--- src/rtl/lsu_pkg.sv ---
// Shared types and helpers for the load/store unit: FSM states, RV64 func_3
// encodings, the alignment check and the byte-strobe pattern per access size.
package lsu_pkg;

    typedef enum logic [1:0] {
        IDLE = 2'd0,
        REQ  = 2'd1,
        WAIT = 2'd2,
        DONE = 2'd3
    } t_lsu_state;

    localparam logic [2:0] F3_B  = 3'b000;
    localparam logic [2:0] F3_H  = 3'b001;
    localparam logic [2:0] F3_W  = 3'b010;
    localparam logic [2:0] F3_D  = 3'b011;
    localparam logic [2:0] F3_BU = 3'b100;
    localparam logic [2:0] F3_HU = 3'b101;
    localparam logic [2:0] F3_WU = 3'b110;

    // Access size lives in func_3[1:0] for both loads and stores.
    function automatic logic f_misaligned(input logic [2:0] func_3, input logic [2:0] offset);
        logic ma;
        case (func_3[1:0])
            2'b00:   ma = 1'b0;
            2'b01:   ma = (offset[0] != 1'b0);
            2'b10:   ma = (offset[1:0] != 2'b00);
            default: ma = (offset != 3'b000);
        endcase
        return ma;
    endfunction

    function automatic logic [7:0] f_size_strb(input logic [1:0] size);
        logic [7:0] strb;
        case (size)
            2'b00:   strb = 8'h01;
            2'b01:   strb = 8'h03;
            2'b10:   strb = 8'h0F;
            default: strb = 8'hFF;
        endcase
        return strb;
    endfunction

endpackage

--- src/rtl/lsu_load_align.sv ---
// Combinational load formatter: picks the addressed byte/half/word out of the
// 64-bit memory word and sign- or zero-extends it according to func_3.
module lsu_load_align
    import lsu_pkg::*;
(
    input  logic [2:0]  func_3_i,
    input  logic [2:0]  offset_i,
    input  logic [63:0] rdata_i,
    output logic [63:0] data_o
);

    logic [2:0]  lane_s;
    logic [63:0] shifted_s;

    // Select the naturally aligned lane for the access size, then extend it.
    always_comb begin
        lane_s    = 3'b000;
        shifted_s = 64'd0;
        data_o    = 64'd0;
        case (func_3_i[1:0])
            2'b00:   lane_s = offset_i;
            2'b01:   lane_s = {offset_i[2:1], 1'b0};
            2'b10:   lane_s = {offset_i[2], 2'b00};
            default: lane_s = 3'b000;
        endcase
        shifted_s = rdata_i >> {lane_s, 3'b000};
        case (func_3_i)
            F3_B:    data_o = {{56{shifted_s[7]}}, shifted_s[7:0]};
            F3_H:    data_o = {{48{shifted_s[15]}}, shifted_s[15:0]};
            F3_W:    data_o = {{32{shifted_s[31]}}, shifted_s[31:0]};
            F3_D:    data_o = shifted_s;
            F3_BU:   data_o = {56'd0, shifted_s[7:0]};
            F3_HU:   data_o = {48'd0, shifted_s[15:0]};
            F3_WU:   data_o = {32'd0, shifted_s[31:0]};
            default: data_o = 64'd0;
        endcase
    end

endmodule

--- src/rtl/lsu_ctrl.sv ---
// Load/store sequencer between the execute stage and the 64-bit data port.
// Optional response timeout is enabled by defining LSU_TIMEOUT_EN.
module lsu_ctrl
    import lsu_pkg::*;
#(
    parameter int DATA_WIDTH     = 64,
    parameter int ADDR_WIDTH     = 64,
    parameter int TIMEOUT_CYCLES = 255
) (
    input  logic                  clk,
    input  logic                  arst,
    input  logic                  i_start,
    input  logic                  i_we,
    input  logic [2:0]            i_func_3,
    input  logic [ADDR_WIDTH-1:0] i_addr,
    input  logic [DATA_WIDTH-1:0] i_wdata,
    output logic                  o_busy,
    output logic                  o_done,
    output logic [DATA_WIDTH-1:0] o_rdata,
    output logic                  o_load_addr_ma,
    output logic                  o_store_addr_ma,
    output logic                  o_illegal,
    output logic                  o_access_fault,
    output logic                  o_mem_req_valid,
    input  logic                  i_mem_req_ready,
    output logic [ADDR_WIDTH-1:0] o_mem_addr,
    output logic                  o_mem_we,
    output logic [DATA_WIDTH-1:0] o_mem_wdata,
    output logic [7:0]            o_mem_wstrb,
    input  logic                  i_mem_rsp_valid,
    input  logic [DATA_WIDTH-1:0] i_mem_rdata
);

    t_lsu_state            state_q, state_d;
    logic                  we_q, we_d;
    logic [2:0]            func3_q, func3_d;
    logic [ADDR_WIDTH-1:0] addr_q, addr_d;
    logic [DATA_WIDTH-1:0] wdata_q, wdata_d;
    logic [7:0]            wstrb_q, wstrb_d;
    logic [DATA_WIDTH-1:0] rdata_q, rdata_d;
    logic                  ld_ma_q, ld_ma_d;
    logic                  st_ma_q, st_ma_d;
    logic                  ill_q, ill_d;
    logic                  af_q, af_d;
    logic                  illegal_s;
    logic                  misaligned_s;
    logic                  timeout_s;
    logic [DATA_WIDTH-1:0] load_data_s;

    lsu_load_align u_load_align (
        .func_3_i (func3_q),
        .offset_i (addr_q[2:0]),
        .rdata_i  (i_mem_rdata),
        .data_o   (load_data_s)
    );

`ifdef LSU_TIMEOUT_EN
    localparam int CNT_W = ($clog2(TIMEOUT_CYCLES + 1) > 8) ? $clog2(TIMEOUT_CYCLES + 1) : 8;

    logic [CNT_W-1:0] cnt_q, cnt_d;

    // Wait-cycle counter; any state other than WAIT leaves it at zero for the next entry.
    always_comb begin
        cnt_d = {CNT_W{1'b0}};
        if (state_q == WAIT && !i_mem_rsp_valid) begin
            cnt_d = cnt_q + {{(CNT_W-1){1'b0}}, 1'b1};
        end else begin
            cnt_d = {CNT_W{1'b0}};
        end
    end

    // Wait-cycle counter register.
    always_ff @(posedge clk) begin
        if (arst) cnt_q <= {CNT_W{1'b0}};
        else      cnt_q <= cnt_d;
    end

    assign timeout_s = (state_q == WAIT) && !i_mem_rsp_valid
                       && (cnt_q == CNT_W'(TIMEOUT_CYCLES - 1));
`else
    // Without the counter WAIT never expires.
    assign timeout_s = (TIMEOUT_CYCLES < 0);
`endif

    assign illegal_s    = i_we ? i_func_3[2] : (i_func_3 == 3'b111);
    assign misaligned_s = !illegal_s && f_misaligned(i_func_3, i_addr[2:0]);

    // Next-state and datapath latch logic for the access sequencer.
    always_comb begin
        state_d = state_q;
        we_d    = we_q;
        func3_d = func3_q;
        addr_d  = addr_q;
        wdata_d = wdata_q;
        wstrb_d = wstrb_q;
        rdata_d = rdata_q;
        ld_ma_d = ld_ma_q;
        st_ma_d = st_ma_q;
        ill_d   = ill_q;
        af_d    = af_q;
        case (state_q)
            IDLE: begin
                if (i_start) begin
                    we_d    = i_we;
                    func3_d = i_func_3;
                    addr_d  = i_addr;
                    wdata_d = i_we ? (i_wdata << {i_addr[2:0], 3'b000}) : {DATA_WIDTH{1'b0}};
                    wstrb_d = i_we ? (f_size_strb(i_func_3[1:0]) << i_addr[2:0]) : 8'h00;
                    ill_d   = illegal_s;
                    ld_ma_d = misaligned_s && !i_we;
                    st_ma_d = misaligned_s && i_we;
                    af_d    = 1'b0;
                    state_d = (illegal_s || misaligned_s) ? DONE : REQ;
                end else begin
                    state_d = IDLE;
                end
            end
            REQ: begin
                if (i_mem_req_ready) state_d = WAIT;
                else                 state_d = REQ;
            end
            WAIT: begin
                if (i_mem_rsp_valid) begin
                    state_d = DONE;
                    if (!we_q) rdata_d = load_data_s;
                    else       rdata_d = rdata_q;
                end else if (timeout_s) begin
                    state_d = DONE;
                    af_d    = 1'b1;
                end else begin
                    state_d = WAIT;
                end
            end
            DONE: begin
                state_d = IDLE;
                ld_ma_d = 1'b0;
                st_ma_d = 1'b0;
                ill_d   = 1'b0;
                af_d    = 1'b0;
            end
            default: state_d = IDLE;
        endcase
    end

    // State and latch registers.
    always_ff @(posedge clk) begin
        if (arst) begin
            state_q <= IDLE;
            we_q    <= 1'b0;
            func3_q <= 3'b000;
            addr_q  <= {ADDR_WIDTH{1'b0}};
            wdata_q <= {DATA_WIDTH{1'b0}};
            wstrb_q <= 8'h00;
            rdata_q <= {DATA_WIDTH{1'b0}};
            ld_ma_q <= 1'b0;
            st_ma_q <= 1'b0;
            ill_q   <= 1'b0;
            af_q    <= 1'b0;
        end else begin
            state_q <= state_d;
            we_q    <= we_d;
            func3_q <= func3_d;
            addr_q  <= addr_d;
            wdata_q <= wdata_d;
            wstrb_q <= wstrb_d;
            rdata_q <= rdata_d;
            ld_ma_q <= ld_ma_d;
            st_ma_q <= st_ma_d;
            ill_q   <= ill_d;
            af_q    <= af_d;
        end
    end

    assign o_busy          = (state_q != IDLE);
    assign o_done          = (state_q == DONE);
    assign o_rdata         = rdata_q;
    assign o_load_addr_ma  = ld_ma_q;
    assign o_store_addr_ma = st_ma_q;
    assign o_illegal       = ill_q;
    assign o_access_fault  = af_q;
    assign o_mem_req_valid = (state_q == REQ);
    assign o_mem_addr      = {addr_q[ADDR_WIDTH-1:3], 3'b000};
    assign o_mem_we        = we_q;
    assign o_mem_wdata     = wdata_q;
    assign o_mem_wstrb     = wstrb_q;

endmodule
--- config.mk ---
export PLATFORM = sky130hd
export DESIGN_NAME = lsu_ctrl
export DESIGN_NICKNAME = d
export VERILOG_FILES = /design/src/rtl/lsu_pkg.sv /design/src/rtl/lsu_load_align.sv /design/src/rtl/lsu_ctrl.sv
export SDC_FILE = /design/constraint.sdc
export NUM_CORES = 1
export LEC_CHECK = 0
export BUFFER_PORTS_ARGS = -buffer_cell sky130_fd_sc_hd__buf_2
export CAP_MARGIN = 30
export CORE_AREA = 2 2 157 159
export CTS_CLUSTER_DIAMETER = 150
export DETAILED_ROUTE_END_ITERATION = 8
export DIE_AREA = 0 0 159 161
export PLACE_DENSITY = 0.76
export SYNTH_ARGS = -nofsm -noshare
export SYNTH_HDL_FRONTEND = slang
export SYNTH_HIERARCHICAL = 1
export SYNTH_SLANG_ARGS = --single-unit
--- constraint.sdc ---
create_clock -name clk -period 2.51 [get_ports clk]
set_input_delay 0.1255 -clock clk [delete_from_list [all_inputs] [get_ports clk]]
set_output_delay 0.1255 -clock clk [all_outputs]
set_load 0.02 [all_outputs]
# Word level (Yosys, flattened, before mapping)
# Index checks and enable logic that the tools add are counted.
# word_totals
reg_bits	210
input_bits	201
output_inout_bits	208
word_cells	69
# op_classes
eq_ne	15
shift	3
mux	22
n_bitwise	1
reduce_logical	17
# ops
operator	count
$pmux W64 S7	1
$mux W64	1
$shl A64 B6 Y64	1
$shr A64 B6 Y64	1
$mux W8	3
$pmux W8 S3	1
$eq A3 B3 Y1 const B	4
$pmux W3 S3	1
$eq A2 B2 Y1 const B	4
$pmux W1 S2	4
$pmux W2 S4	1
$shl A8 B3 Y8	1
$eq A2 B1 Y1 const B	3
$eq A3 B2 Y1 const B	2
$logic_not A2 Y1	3
$mux W1	6
$mux W2	3
$reduce_bool A2 Y1	3
$reduce_and A2 Y1	2
$eq A3 B1 Y1 const B	1
$logic_and A1 B1 Y1	3
$logic_not A3 Y1	1
$pmux W1 S3	1
$reduce_and A3 Y1	1
5 further kinds	6

# Logic depth before layout (Yosys ltp)
# logic_depth
ltp_word	8
depth_mapped	12
mapped_depth_nobuf	8

# Modules after synthesis
# Netlist, hierarchy kept.
# by_module_without_submodules
mod	n_inst	cells_each	area_each_um2	seq_area_each_um2
lsu_ctrl	1	1089	9083.7	4184.0
lsu_load_align	1	328	2026.9	0.0

# Worst setup path after synthesis
# No wires, ideal clock.
# synth_path
path_kind	reg2reg
start	reg func3_q[0]
end	reg rdata_q[44], in the netlist o_rdata[44]
setup_time_ns	0.132
arrival_ns	1.994
t_required_ns	2.378
setup_slack_ns	0.384
path_stages_with_launch	11
path_buffers	2
synth_period_minus_slack_ns	2.126
cell_sequence	dfxtp_1 -> nand2b_1 -> mux2_2 -> a211oi_1 -> nor3_1 -> a221oi_2 -> buf_4 -> buf_6 -> a21oi_1 -> nand2_1 -> a21oi_1
# synth_between
elab_chain_len	4
elab_cells_between_ends	13
classes_between	eq/ne: 8; shift: 1; mux: 2; reduce/logical: 2
# synth_lines
item	line_no	rtl
from (decl)	lsu_ctrl.sv:36	logic [2:0] func3_q, func3_d;
from (signal assigned)	lsu_ctrl.sv:162	func3_q <= func3_d;
$eq A2 B2 Y1, or another cell as far along	lsu_load_align.sv:20	case (func_3_i[1:0])
$pmux W3 S3	lsu_load_align.sv:20	
$shr A64 B6 Y64	lsu_load_align.sv:26	shifted_s = rdata_i >> {lane_s, 3'b000};
$pmux W64 S7 *	lsu_load_align.sv:27	case (func_3_i)
net load_data_s[44]	lsu_ctrl.sv:48	logic [DATA_WIDTH-1:0] load_data_s;
to (signal assigned)	lsu_ctrl.sv:154	rdata_q <= {DATA_WIDTH{1'b0}};
to (signal assigned)	lsu_ctrl.sv:166	rdata_q <= rdata_d;
to (decl)	lsu_ctrl.sv:40	logic [DATA_WIDTH-1:0] rdata_q, rdata_d;
# The timed path passes the listed nets; every way through them passes the cells marked *.
# A chain may end at the register's enable or synchronous reset.

# Worst setup path in the final report
# layout_path
start	reg func3_q[0]
end	reg rdata_q[21], in the netlist o_rdata[21]
# Same word-level chain as after synthesis.

==> flow_summary.yaml <==
status:
  status: "complete, no violations"
clock_network:
  clkSlewWorstSetupHoldPaths_ns: 0.06
  worst_skew_pair.late_latency_ns: 0.52
  root_buffer: "clkbuf_16"
  clock_sinks: 209
  htreeDepth: 1
  tritoncts: "yes"
  numCtsBuffers: 24
  clockBufferDepth: 3
synthesis:
  synth-edff-count: 0
  async_reset_ff_frac: 0
  ys_types: 63
  synthesis.area_um2: 11110
  ys_ff_latch: 209
  synth-seq-area-share: 0.3766
  synth.avg_cell_area_um2: 7.841
  synth_warnings: 6
  synthFlopType: "dfxtp_1"
  syn_inst: 1417
die:
  ioPinCount: 409
  die_h_um: 161
  die_x_um: 159
  design.core.area_um2: 23960
  rows: 57
  dieArea_um2: 25600
  start_util: 0.4637
job:
  maxCapViolations: 0
grt:
  globalRouteMet1Util: 0.3855
  grt_util_all_layers: 0.3197
  grt-busiest-layer: "met2"
  globalRouteOverflowTotal: 0
  grt_pass1_vias: 11919
  use_met2: 0.5328
  grt_pass1_wl_um: 66150
  use_met3: 0.07576
  grt_max_degree: 78
  antenna_found_initial: 5
power_and_ir_drop:
  power_uw: 10240
  irDropWorstVdd_mv: 0.5356
  power.density_nw_per_um2: 683.4
  p_leak_uw: 0.006789
placement:
  dp.cells: 2013
  port_buffers: 404
  place.gp.congestion: 0.9722
  hpwl_um: 29630
setup_path:
  criticalPathCategory: "reg -> reg"
  crit_chain: "buf_4 > nor2b_1 > o21ai_1 > a22oi_1 > o22ai_2 > a221oi_4 > buf_12 > buf_12 > o21ai_1 > nand2_1 > a21oi_1"
  crit_path_start_kind: "flip-flop"
  critPathBufInv: 3
  crit_fanout: 21
  end_kind: "flip-flop"
  crit_path_max_incr_delay_ns: 0.36
  cpMaxStageDelayCell: "dfxtp_1"
  critical-path-top-delay-family: "compound AO/OA/AOI/OAI gates"
  cp.required_ns: 2.86
  cp.arrival_ns: 2.80
timing:
  max_freq_ghz: 0.4096
  worst_pin_slew_ns: 0.7085
  slew_violations: 0
  hold_violations: 0
  period_needed_ns: 2.442
  setup_viol: 0
  final.period_utilization: 0.9727
  fin_worst_skew_ns: 0.01952
  relSlewSlack: 0.5277
detailed_routing:
  via_count: 12494
  wl_per_cell_um: 20.18
  firstDrtPassIters: 6
  first_iter_violations: 1476
  viasPerCell: 5.800
  wirelength_um: 43460
  drcViolationCount: 0
  ant_nets: 0
finish:
  drive_gt1_frac: 0.3065
  fillers: 2021
  multi_input_area_um2: 5919
  finalNonFillerCells: 2154
  syn_to_final_growth_pct: 34.85
  fin_nets: 2011
  regArea_um2: 4184
min_path:
  hold_class: "in -> reg"
-- tightest hold or removal path: cells and delay by family --
| family | cells | cell delay (ns) |
|---|---|---|
| simple gates | 3 | 0.21 |
| mux | 1 | 0.09 |
| buf+inv | 1 | 0.08 |
-- cell families after synthesis --
| family | share of synthesized area |
|---|---|
| DFF | 0.3766 |
| buffers and inverters | 0.09707 |
| other | 0.0003375 |
| muxes | 0.1126 |
| AOI/OAI and AO/OA | 0.2323 |
| and+or+nand+nor | 0.1811 |
-- synthesized netlist by cell type (6+ instances only) --
cell type / count / area [um^2]
a32o_1: 6 / 60.06
buf_6: 7 / 78.83
and2_1: 10 / 62.56
mux2i_1: 80 / 800.8
mux2_2: 17 / 191.4
o21ai_0: 22 / 110.1
a221o_2: 7 / 78.83
buf_2: 16 / 80.08
a211oi_1: 24 / 180.2
nor2b_1: 9 / 56.30
o21ai_1: 15 / 75.07
a21oi_1: 235 / 1176
clkbuf_1: 87 / 326.6
o22ai_1: 16 / 100.1
inv_1: 10 / 37.54
mux4_2: 11 / 247.7
a22oi_1: 40 / 300.3
buf_1: 10 / 37.54
nand3_1: 10 / 50.05
nand2_1: 329 / 1235
dfxtp_1: 209 / 4184
o2bb2ai_1: 9 / 78.83
buf_4: 69 / 518.0
a221o_1: 8 / 80.08
nand2b_1: 11 / 68.82
nor2_1: 76 / 285.3
-- metrics by stage --
stage / TNS (ns) / setup slack [ns] / util / hold WS, ns / instance area (um^2)
2_1_floorplan: 0 / 0.3841 / - / 0.2353 / 11120
3_3_place_gp: 0 / 0.2204 / 0.5446 / 0.3650 / 13050
3_5_place_dp: 0 / 0.07019 / 0.5449 / 0.3701 / 13060
4_1_cts: 0 / 0.09602 / 0.6204 / 0.006106 / 14870
5_1_grt: -0.2859 / -0.03738 / 0.6253 / 0.03194 / 14980
6_report: 0 / 0.06841 / 0.6253 / 0.007505 / 14980
-- worst paths after layout --
check | cells after the start | slack [ns] | to | from
worst max-delay path | 11 | 0.07 | o_rdata[21] | func3_q[0]
worst min-delay path | 5 | 0.008 | o_mem_wdata[56] | i_wdata[48]
worst max register to register | 11 | 0.07 | o_rdata[21] | func3_q[0]
worst min register to register | 2 | 0.45 | addr_q[12] | addr_q[12]
-- what timing repair did --
item	4_1_cts	5_1_grt
endpoints found under the setup margin	1	40
setup buffers	0	4
gates resized for setup	1	3
pin swaps	0	1
endpoints found under the hold margin	97	0
hold buffers	89	0
cloned	0	2
-- power by group --
part	leakage, uW	total [uW]	switching [uW]	internal, uW
Combinational	0.00464	2580	1570	1010
Clock	0.000444	4020	1440	2580
Sequential	0.00170	3640	123	3520
Total	0.00679	10200	3140	7100
-- state kept, by name (all words and copies together) (netlist names) --
| register | count |
|---|---|
| o_load_addr_ma | 1 |
| o_rdata | 64 |
| state_q | 2 |
| o_mem_wdata | 64 |
| o_mem_we | 1 |
| addr_q | 64 |
| o_store_addr_ma | 1 |
| o_mem_wstrb | 8 |
| o_illegal | 1 |
| func3_q | 3 |
-- layout make-up --
| type | instances | share of cell area |
|---|---|---|
| flip-flops and latches | 209 | 0.2792 |
| diodes | 3 | 0.0005010 |
| clock inverters | 10 | 0.01378 |
| multi-input cells | 1012 | 0.3951 |
| inverters | 10 | 0.002505 |
| well taps | 324 | 0.02706 |
| clock buffers | 33 | 0.04710 |
| repair buffers | 553 | 0.2347 |
-- per-layer routing --
layer	up-vias	part of all wire
met4	4	0.058
met3	165	0.10
met2	785	0.47
met5	-	0.00062
met1	5863	0.37
li1	5677	-
-- cell usage in the layout (no fill, tap or decap), types with 7 or more instances in the layout --
| cell type | Yosys | layout |
|---|---|---|
| o21ai_1 | 15 | 15 |
| o21ai_0 | 22 | 22 |
| buf_2 | 16 | 403 |
| dfxtp_1 | 209 | 209 |
| nor2_1 | 76 | 74 |
| and2_1 | 10 | 10 |
| nand2b_1 | 11 | 11 |
| a221o_1 | 8 | 8 |
| o2bb2ai_1 | 9 | 9 |
| a22oi_1 | 40 | 40 |
| nor2b_1 | 9 | 8 |
| nand3_1 | 10 | 10 |
| mux4_2 | 11 | 11 |
| a21oi_1 | 235 | 235 |
| mux2i_1 | 80 | 80 |
| clkbuf_16 | 0 | 27 |
| a211oi_1 | 24 | 23 |
| buf_4 | 69 | 49 |
| dlygate4sd3_1 | 0 | 89 |
| a221o_2 | 7 | 7 |
| mux2_2 | 17 | 17 |
| inv_1 | 10 | 10 |
| nand2_1 | 329 | 329 |
| buf_12 | 0 | 9 |
| o22ai_1 | 16 | 15 |
(Power assumes the default switching activity.)
